File: src/rtl/hilo_muldiv_pkg.sv
// hilo_muldiv_pkg: HL op encodings, unit states and default width
package hilo_muldiv_pkg;
  localparam int WIDTH_DEF = 32;
  typedef enum logic [3:0] {
    HL_NONE  = 4'd0,
    HL_MULT  = 4'd1,
    HL_MULTU = 4'd2,
    HL_DIV   = 4'd3,
    HL_DIVU  = 4'd4,
    HL_MTHI  = 4'd5,
    HL_MTLO  = 4'd6,
    HL_MFHI  = 4'd7,
    HL_MFLO  = 4'd8
  } hl_op_e;
  typedef enum logic [1:0] {
    S_IDLE = 2'd0,
    S_MUL  = 2'd1,
    S_DIV  = 2'd2,
    S_FIX  = 2'd3
  } state_e;
endpackage

File: src/rtl/hilo_muldiv_unit_div_restoring_step.sv
// div_restoring_step: one combinational shift/subtract step of restoring division
module div_restoring_step #(
  parameter int WIDTH = 32
) (
  input  logic [WIDTH-1:0] rem,
  input  logic [WIDTH-1:0] quo,
  input  logic [WIDTH-1:0] dvs,
  output logic [WIDTH-1:0] rem_n,
  output logic [WIDTH-1:0] quo_n
);
  logic [WIDTH:0] sh, diff;
  assign sh    = {rem, quo[WIDTH-1]};
  assign diff  = sh - {1'b0, dvs};
  assign rem_n = diff[WIDTH] ? sh[WIDTH-1:0] : diff[WIDTH-1:0];
  assign quo_n = {quo[WIDTH-2:0], ~diff[WIDTH]};
endmodule

File: src/rtl/hilo_muldiv_unit.sv
// hilo_muldiv_unit: EX-stage HI/LO owner with 1-cycle multiply and iterative divide
module hilo_muldiv_unit
  import hilo_muldiv_pkg::*;
#(
  parameter int WIDTH = WIDTH_DEF
) (
  input  logic             clk,
  input  logic             rst,
  input  logic             ex_valid,
  input  logic [3:0]       ex_hlop,
  input  logic [WIDTH-1:0] ex_a,
  input  logic [WIDTH-1:0] ex_b,
  input  logic             flush,
  output logic             stall_req,
  output logic             busy,
  output logic [WIDTH-1:0] hl_dout,
  output logic [WIDTH-1:0] hi,
  output logic [WIDTH-1:0] lo
);
  localparam int CW = $clog2(WIDTH);
  state_e state, state_d;
  logic [WIDTH-1:0] op_a, op_b, rem, rem_n, quo_n, abs_a, abs_b;
  logic [2*WIDTH-1:0] ax, bx, prod;
  logic [CW-1:0] count;
  logic sg, q_neg, r_neg, is_hl, is_mul, is_div, accept, a_neg, b_neg;
  assign is_hl  = ex_hlop != HL_NONE && ex_hlop <= HL_MFLO;
  assign is_mul = ex_hlop == HL_MULT || ex_hlop == HL_MULTU;
  assign is_div = ex_hlop == HL_DIV || ex_hlop == HL_DIVU;
  assign accept = state == S_IDLE && ex_valid && !flush && is_hl;
  assign busy = state != S_IDLE;
  assign stall_req = busy && ex_valid && is_hl && !flush;
  assign hl_dout = ex_hlop == HL_MFHI ? hi : ex_hlop == HL_MFLO ? lo : '0;
  assign a_neg = ex_hlop == HL_DIV && ex_a[WIDTH-1];
  assign b_neg = ex_hlop == HL_DIV && ex_b[WIDTH-1];
  assign abs_a = a_neg ? -ex_a : ex_a;
  assign abs_b = b_neg ? -ex_b : ex_b;
  assign ax = {{WIDTH{sg & op_a[WIDTH-1]}}, op_a};
  assign bx = {{WIDTH{sg & op_b[WIDTH-1]}}, op_b};
  assign prod = ax * bx;
  div_restoring_step #(.WIDTH(WIDTH)) u_step (
    .rem(rem), .quo(op_a), .dvs(op_b), .rem_n(rem_n), .quo_n(quo_n)
  );
  always_comb begin
    state_d = state;
    if (flush) state_d = S_IDLE;
    else if (accept) state_d = is_mul ? S_MUL : is_div ? S_DIV : S_IDLE;
    else if (state == S_MUL || state == S_FIX) state_d = S_IDLE;
    else if (state == S_DIV && count == CW'(WIDTH-1)) state_d = S_FIX;
  end
  always_ff @(posedge clk) begin
    if (rst) begin
      state <= S_IDLE;
      hi    <= '0;
      lo    <= '0;
      op_a  <= '0;
      op_b  <= '0;
      rem   <= '0;
      count <= '0;
      sg    <= 1'b0;
      q_neg <= 1'b0;
      r_neg <= 1'b0;
    end else begin
      state <= state_d;
      if (!flush) begin
        case (state)
          S_IDLE: if (accept) begin
            if (is_mul) begin
              op_a <= ex_a;
              op_b <= ex_b;
              sg   <= ex_hlop == HL_MULT;
            end
            if (is_div) begin
              op_a  <= abs_a;
              op_b  <= abs_b;
              rem   <= '0;
              count <= '0;
              q_neg <= (a_neg ^ b_neg) & |ex_b;
              r_neg <= a_neg;
            end
            if (ex_hlop == HL_MTHI) hi <= ex_a;
            if (ex_hlop == HL_MTLO) lo <= ex_a;
          end
          S_MUL: begin
            hi <= prod[2*WIDTH-1:WIDTH];
            lo <= prod[WIDTH-1:0];
          end
          S_DIV: begin
            rem   <= rem_n;
            op_a  <= quo_n;
            count <= count + 1'b1;
          end
          default: begin
            lo <= q_neg ? -op_a : op_a;
            hi <= r_neg ? -rem : rem;
          end
        endcase
      end
    end
  end
endmodule

File: config.mk
export PLATFORM = sky130hd
export DESIGN_NAME = hilo_muldiv_unit
export DESIGN_NICKNAME = d
export VERILOG_FILES = /design/src/rtl/hilo_muldiv_pkg.sv /design/src/rtl/hilo_muldiv_unit_div_restoring_step.sv /design/src/rtl/hilo_muldiv_unit.sv
export SDC_FILE = /design/constraint.sdc
export NUM_CORES = 2
export LEC_CHECK = 0
export ABC_AREA = 1
export ABC_CLOCK_PERIOD_IN_PS = 12400
export BUFFER_PORTS_ARGS = -buffer_cell sky130_fd_sc_hd__buf_2
export CORE_ASPECT_RATIO = 1.4
export CORE_MARGIN = 2
export CORE_UTILIZATION = 54
export CTS_BUF_LIST = sky130_fd_sc_hd__clkbuf_8
export CTS_CLUSTER_DIAMETER = 50
export CTS_CLUSTER_SIZE = 10
export DETAILED_ROUTE_END_ITERATION = 6
export PLACE_DENSITY = 0.79
export SLEW_MARGIN = 0
export SYNTH_ARGS = -nofsm -noshare
export SYNTH_HDL_FRONTEND = slang
export SYNTH_SLANG_ARGS = --single-unit
File: constraint.sdc
create_clock -name clk -period 12.4 [get_ports clk]
set_clock_uncertainty 0.15 [all_clocks]
set_input_delay 1.86 -clock clk [delete_from_list [all_inputs] [get_ports clk]]
set_output_delay 1.86 -clock clk [all_outputs]
set_load 0.05 [all_outputs]
Word-level counts from Yosys, hierarchy flattened
Index checks and enable logic that the tools add are counted.
{ "totals": {"ff_bits": 170, "inputBits": 72, "word_cells": 101} }
{ "op_classes": {"n_addsub": 6, "multipliers": 1, "order_cmp": 1, "eq_ne": 17, "mux": 30, "bitwise_logic": 7, "reduce_logical": 29} }
{ "ops": {"columns": ["op", "n"], "rows": [
  ["32-bit 2-to-1 mux", 18],
  ["32-bit one-hot mux with 3 select lines", 2],
  ["32-bit negation", 4],
  ["32-bit one-hot mux with 2 select lines", 2],
  ["33-bit by 33-bit multiplier with 64-bit output", 1],
  ["33-bit by 32-bit subtractor with 33-bit output", 1],
  ["32-bit OR reduction", 1],
  ["4-bit AND reduction", 7],
  ["4-bit by 3-bit equality test with 1-bit output, second input constant", 4],
  ["1-bit logical AND", 10],
  ["2-bit 2-to-1 mux", 5],
  ["5-bit 2-to-1 mux", 2],
  ["5-bit one-hot mux with 2 select lines", 1],
  ["4-bit by 2-bit equality test with 1-bit output, second input constant", 2],
  ["2-bit nonzero test", 3],
  ["5-bit by 1-bit adder with 5-bit output, second input constant", 1],
  ["5-bit equality test, second input constant", 1],
  ["2-bit equality test, second input constant", 2],
  ["4-bit by 1-bit equality test with 1-bit output, second input constant", 1],
  ["4-bit equality test, second input constant", 1],
  ["4-bit less-or-equal comparator, second input constant", 1],
  ["2-bit by 1-bit != test with 1-bit output, second input constant", 2],
  ["2-bit != test, second input constant", 2],
  ["4-bit nonzero test", 1],
  ["10 further kinds", 16]
]} }

Logic depth before layout (Yosys ltp)
{ "depth": {"ltp_word": 6, "depth_mapped": 35} }

Hierarchy
Synthesis repeated with hierarchy kept, for this count alone.
{ "unflattened": {"cells_unflattened": 7863, "hier_area_um2": 55167.9} }
{ "modules_own_cells": {"columns": ["module", "n_inst", "cells_per_inst", "area_each_um2", "seq_area_each_um2"], "rows": [
  ["hilo_muldiv_unit", 1, 7152, 51784.7, 3403.3],
  ["div_restoring_step", 1, 711, 3383.2, 0.0]
]} }

Worst setup path after synthesis
No wires, ideal clock.
{ "synth_timing": {"kind": "reg-to-reg", "startpoint": "reg op_a[31]", "endpoint": "reg hi[31]", "setup_time_ns": 0.117, "arrival_time_ns": 7.418, "setup_slack_ns": 4.715, "stages_incl_launch_ff": 30, "n_path_buf": 3, "period_less_slack_ns": 7.685, "path_cell_list": "dfxtp_1 clkbuf_1 nand2_1 clkbuf_1 buf_1 nor2_1 fa_1 inv_1 fa_1 inv_1 fa_1 inv_1 fa_1 fa_1 inv_1 fa_1 inv_1 fa_1 fa_1 inv_1 ha_1 nand2_1 nor3_1 nand2_1 nor3_1 nand2_1 nand3_1 nand2_1 nand3_1 a21oi_1"} }
{ "synth_via": {"elab_chain_cells": 3} }
{ "synth_lines": {"columns": ["element", "line_no", "rtl"], "rows": [
  ["start: declaration", "hilo_muldiv_unit.sv:22", "logic [WIDTH-1:0] op_a, op_b, rem, rem_n, quo_n, abs_a, abs_b;"],
  ["start signal: assignment", "hilo_muldiv_unit.sv:73", "op_a <= abs_a;"],
  ["start signal: assignment", "hilo_muldiv_unit.sv:89", "op_a <= quo_n;"],
  ["1-bit bitwise AND", "hilo_muldiv_unit.sv:37", "assign ax = {{WIDTH{sg & op_a[WIDTH-1]}}, op_a};"],
  ["33-bit by 33-bit multiplier with 64-bit output (*)", "hilo_muldiv_unit.sv:39", "assign prod = ax * bx;"],
  ["32-bit one-hot mux with 3 select lines (*)", "hilo_muldiv_unit.sv:65", "case (state)"],
  ["end signal: assignment", "hilo_muldiv_unit.sv:84", "hi <= prod[2*WIDTH-1:WIDTH];"],
  ["end signal: assignment", "hilo_muldiv_unit.sv:94", "hi <= r_neg ? -rem : rem;"],
  ["end: declaration", "hilo_muldiv_unit.sv:17", "output logic [WIDTH-1:0] hi,"]
]} }
Every way passes the cells marked *; elsewhere a longest branch is shown, timed or not.
A chain may end at the register's enable or synchronous reset.

Final worst setup path
{ "layout_timing": {"startpoint": "reg op_b[6]", "endpoint": "reg hi[18]"} }
{ "layout_via": {"elab_chain_cells": 2} }
{ "layout_lines": {"columns": ["element", "line_no", "rtl"], "rows": [
  ["start: declaration", "hilo_muldiv_unit.sv:22", null],
  ["start signal: assignment", "hilo_muldiv_unit.sv:74", "op_b <= abs_b;"],
  ["33-bit by 33-bit multiplier with 64-bit output", "hilo_muldiv_unit.sv:39", null],
  ["32-bit one-hot mux with 3 select lines", "hilo_muldiv_unit.sv:65", null]
]} }
Every way passes these cells.

==> impl_summary.md <==
STA
For the final routed database, the setup TNS stands at 0 ns. Setup violations remaining at the end of the flow were counted as 0. Setup repair after global routing left no endpoint under its margin. For the pin with the worst max-slew slack, the measured transition is 1.38 ns. The final worst setup slack is 3.65 ns.

For the finished layout, the period the worst path requires is about 8.7 ns. The final count of hold timing violations was 0. The fraction of the cycle the final worst path needs is 70.6%.

The maximum operating frequency is about 110 MHz. The total count of max-transition violations in the final report is 0. Hold timing on the final database bottoms out at a slack of approximately 0.33 ns. The relative slew slack is under 10%.

Finish
The post-route netlist has between 4 and 5% of its cells at a drive strength greater than 1. The library cell used most frequently in the layout, excluding fill and tap cells, is nand2_1. Leaving out fill and tap cells, the most frequent cells in the layout are 2001 x nand2_1, 1948 x inv_1, 1126 x fa_1. The flip-flop and latch area is 3410 sq um. From synthesis to final layout, the design area changed by 4.05%. The layout filler cell count is 9420. The utilization after layout is between 50% and 60%. The area of combinational cells with multiple inputs is 41800 sq um. For this run, the post-layout net count is roughly 9k. Once layout is complete, the cells apart from fillers number 8816.

Clock network
The total clock buffers created by CTS is 17. The count of instances resized after the clock tree is built is 0. In this run the deepest clock path goes through 2 buffers. After clock tree synthesis, the clock-pin slew on the worst setup and hold paths is between 0.1 and 0.15 ns. TritonCTS built the clock tree. The number of setup buffers added after CTS is 0.

The clock reaches the later pin of the worst-skew pair after approximately 0.57 ns. The tree is rooted in a clkbuf_8. The number of hold buffers added after cts is 0.

The CTS sink count is 170. The clock tree synthesis step divided the H-tree into 4 levels.

Floorplanning
The die height is 378 microns. The number of top-level pins is 170. The placeable core area is 99400 sq um. The starting utilization of the core area is a little over half.

The die span in x is roughly 270 microns. The die covers 102000 sq um. The number of core rows is around 140.

Worst setup path
Of all nets on the critical path, the largest fanout is 17. The nature of the critical path startpoint is a register. The combined buffer and inverter count along the critical path is 8. The slowest stage cell on the critical path is dfxtp_1.

The worst path arrival time is about 9.1 ns. The minimum setup slack among reg-to-reg paths is ~3.7 ns. The type of element capturing the critical path is a register. In this design, the largest share of critical-path delay is due to adder cells. The critical path is of the reg -> reg type. In this design, the stage delay of the slowest critical-path cell is approximately 0.93 ns.

For the worst setup path, the data required time is 12.74 ns.

Route
Summed over all layers, the routed wires come to between 150000 and 200000 microns. The met2 wirelength from detailed routing is about 95000 microns. The number of remaining DRC errors is 0. In this run, the number of DRC markers left after iteration 0 of detailed routing was 4468. Using the TritonRoute via totals, the vias-per-cell ratio works out to 5.63.

In this run the top signal layer used is met5. The detailed router put a total of ~68000 microns of wire on met1. The total via count after detailed routing is a little under 50k.

The total iterations of the first detailed-routing run is 6. In the final routed layout, each cell accounts on average for 22.2 microns. Wire segments on met3 add up to 15600 microns in the final route. The post-detailed-route count of antenna-violating nets is 0.

Synth
The post-synthesis net count is between 9k and 10k. The number of warning messages in the yosys log is 0. The share of synthesized area in the top cell type comes to about two fifths. The average footprint of a synthesized cell is ~7.1 sq um. The dominant register cell in the synthesized netlist is dfxtp_1. After synthesis, flip-flops and latches occupy under 10% of the total area. By area the synthesized netlist is led by fa_1 42%, nand2_1 14%, inv_1 14%. The total standard cell area after synthesis is approximately 54000 sq um.

The share of synthesized flip-flops with an asynchronous set or reset is 0%. The count of distinct cell types in the synthesized netlist is ~50. The number of flops mapped to enable cells by yosys is 0. The biggest area contributor in the post-synthesis netlist is fa_1.

The number of instances in the synthesized netlist is 7570. The synthesized design contains 170 register bits.

Pwr
VDD sags by at most a little over 0.09 mV. The power density over the cells is 29.7 nW/um^2. In this run the static leakage power is around 0.031 uW.

Flow run
The count of max-cap constraint violations is 0.

Placed design
The post-placement cell count is 8780. The worst slack after detailed placement is around 3.7 ns. Routability-driven placement finished with a final weighted congestion of 1.06. Detailed placement ended at an HPWL of approximately 160000 microns. Buffers placed on the I/O ports in this run total between 150 and 200.

Global routing
For this run the aggregate overflow at the end of global routing stands at 0. The largest net degree at the start of global routing is 65. The initial antenna violation count is 11.

The number of global-route vias before repair is roughly 52k. Global routing used about two fifths of the available tracks across all layers. The first global-routing pass estimated between 200000 and 300000 microns of wire.

Status
The run finished with clean final reports.

Worst hold path
The worst hold path belongs to the class reg -> reg.
==> synthesized netlist by cell type, drive strengths merged (2+ instances only) <==
| cell type | n |
|---|---|
| a311oi | 2 |
| nand3 | 310 |
| and3 | 2 |
| o21bai | 24 |
| xor2 | 22 |
| o211a | 2 |
| a211oi | 11 |
| o21a | 2 |
| clkbuf | 263 |
| a41oi | 5 |
| ha | 251 |
| clkinv | 2 |
| nand2 | 2004 |
| a31oi | 15 |
| xnor2 | 25 |
| dfxtp | 170 |
| inv | 1957 |
| nor3 | 54 |
| o211ai | 9 |
| o21ai | 274 |
| and2 | 4 |
| o22ai | 14 |
| or2 | 20 |
| nand4 | 56 |
| a21oi | 340 |
| fa | 1126 |
| nor2 | 476 |
| buf | 96 |
| nand3b | 9 |
| o31ai | 7 |
| nor4 | 5 |
| nor3b | 2 |
| a21o | 5 |
==> per-layer routing <==
| metal | up-vias | GRT usage (%) |
|---|---|---|
| li1 | 21900 | - |
| met1 | 24300 | 44.5 |
| met2 | 2628 | 66.4 |
| met3 | 828 | 5.99 |
| met4 | 10 | 29.6 |
| met5 | - | 0 |
==> per-stage QoR <==
step	cell area, sq um	power (uW)
after floorplan	54000	962
after CTS	56100	1660
after detailed placement	55700	1170
after global placement	55700	1160
after global routing	56100	1740
final	56100	1670
==> final cells by class <==
class                      count  area share, %
tap                         1320           2.94
inverter                    1959           13.1
clock inverter                15          0.403
clock buffer                  17          0.417
sequential                   170           6.07
timing repair buffer         249           2.58
antenna                        4         0.0178
multi-input combinational   5082           74.5
==> sequential cells by signal (all words and copies together) (netlist names) <==
register  cells
lo           32
sg            1
q_neg         1
state         2
count         5
op_a         32
rem          32
r_neg         1
op_b         32
hi           32
==> report_power, final <==
| group | switching [uW] | internal (uW) | leakage, uW |
|---|---|---|---|
| combinational | 441 | 160 | 0.0297 |
| clock | 289 | 212 | 0.000228 |
| sequential | 14.1 | 554 | 0.00137 |
==> worst reg2reg max path, cell delays in order (launching register included) <==
cell and delay (ns):
dfxtp_1 0.93, inv_1 0.19, nor2_1 0.26, fa_1 0.44
inv_1 0.23, fa_1 0.50, inv_1 0.20, fa_1 0.49
fa_1 0.85, inv_1 0.37, fa_1 0.57, inv_1 0.05
fa_1 0.53, inv_1 0.05, fa_1 0.45, fa_1 0.50
inv_1 0.05, ha_1 0.38, nand2_1 0.12, nor2_1 0.16
inv_1 0.08, nor3_1 0.37, nand2_1 0.15, nor3_1 0.16
nand2_1 0.10, nand4_1 0.13, nand3_1 0.10, a21oi_1 0.15
==> logic make-up after synthesis <==
group	Yosys count	synth area share, %
AO/OA/AOI/OAI	716	7.10
buffers and inverters	2318	16.2
XOR/XNOR	47	0.763
adder cells (fa/ha/maj)	1377	47.6
flip-flops	170	6.31
AND/OR/NAND/NOR	2942	22.0
==> final timing paths <==
kind,startpoint,to,depth (start not counted)
worst max-delay path,op_b[6],hi[18],27
worst min-delay path,op_a[25],op_a[25],2
worst max register to register,op_b[6],hi[18],27
worst min register to register,op_a[25],op_a[25],2
Power figures use the tool's default switching activity.
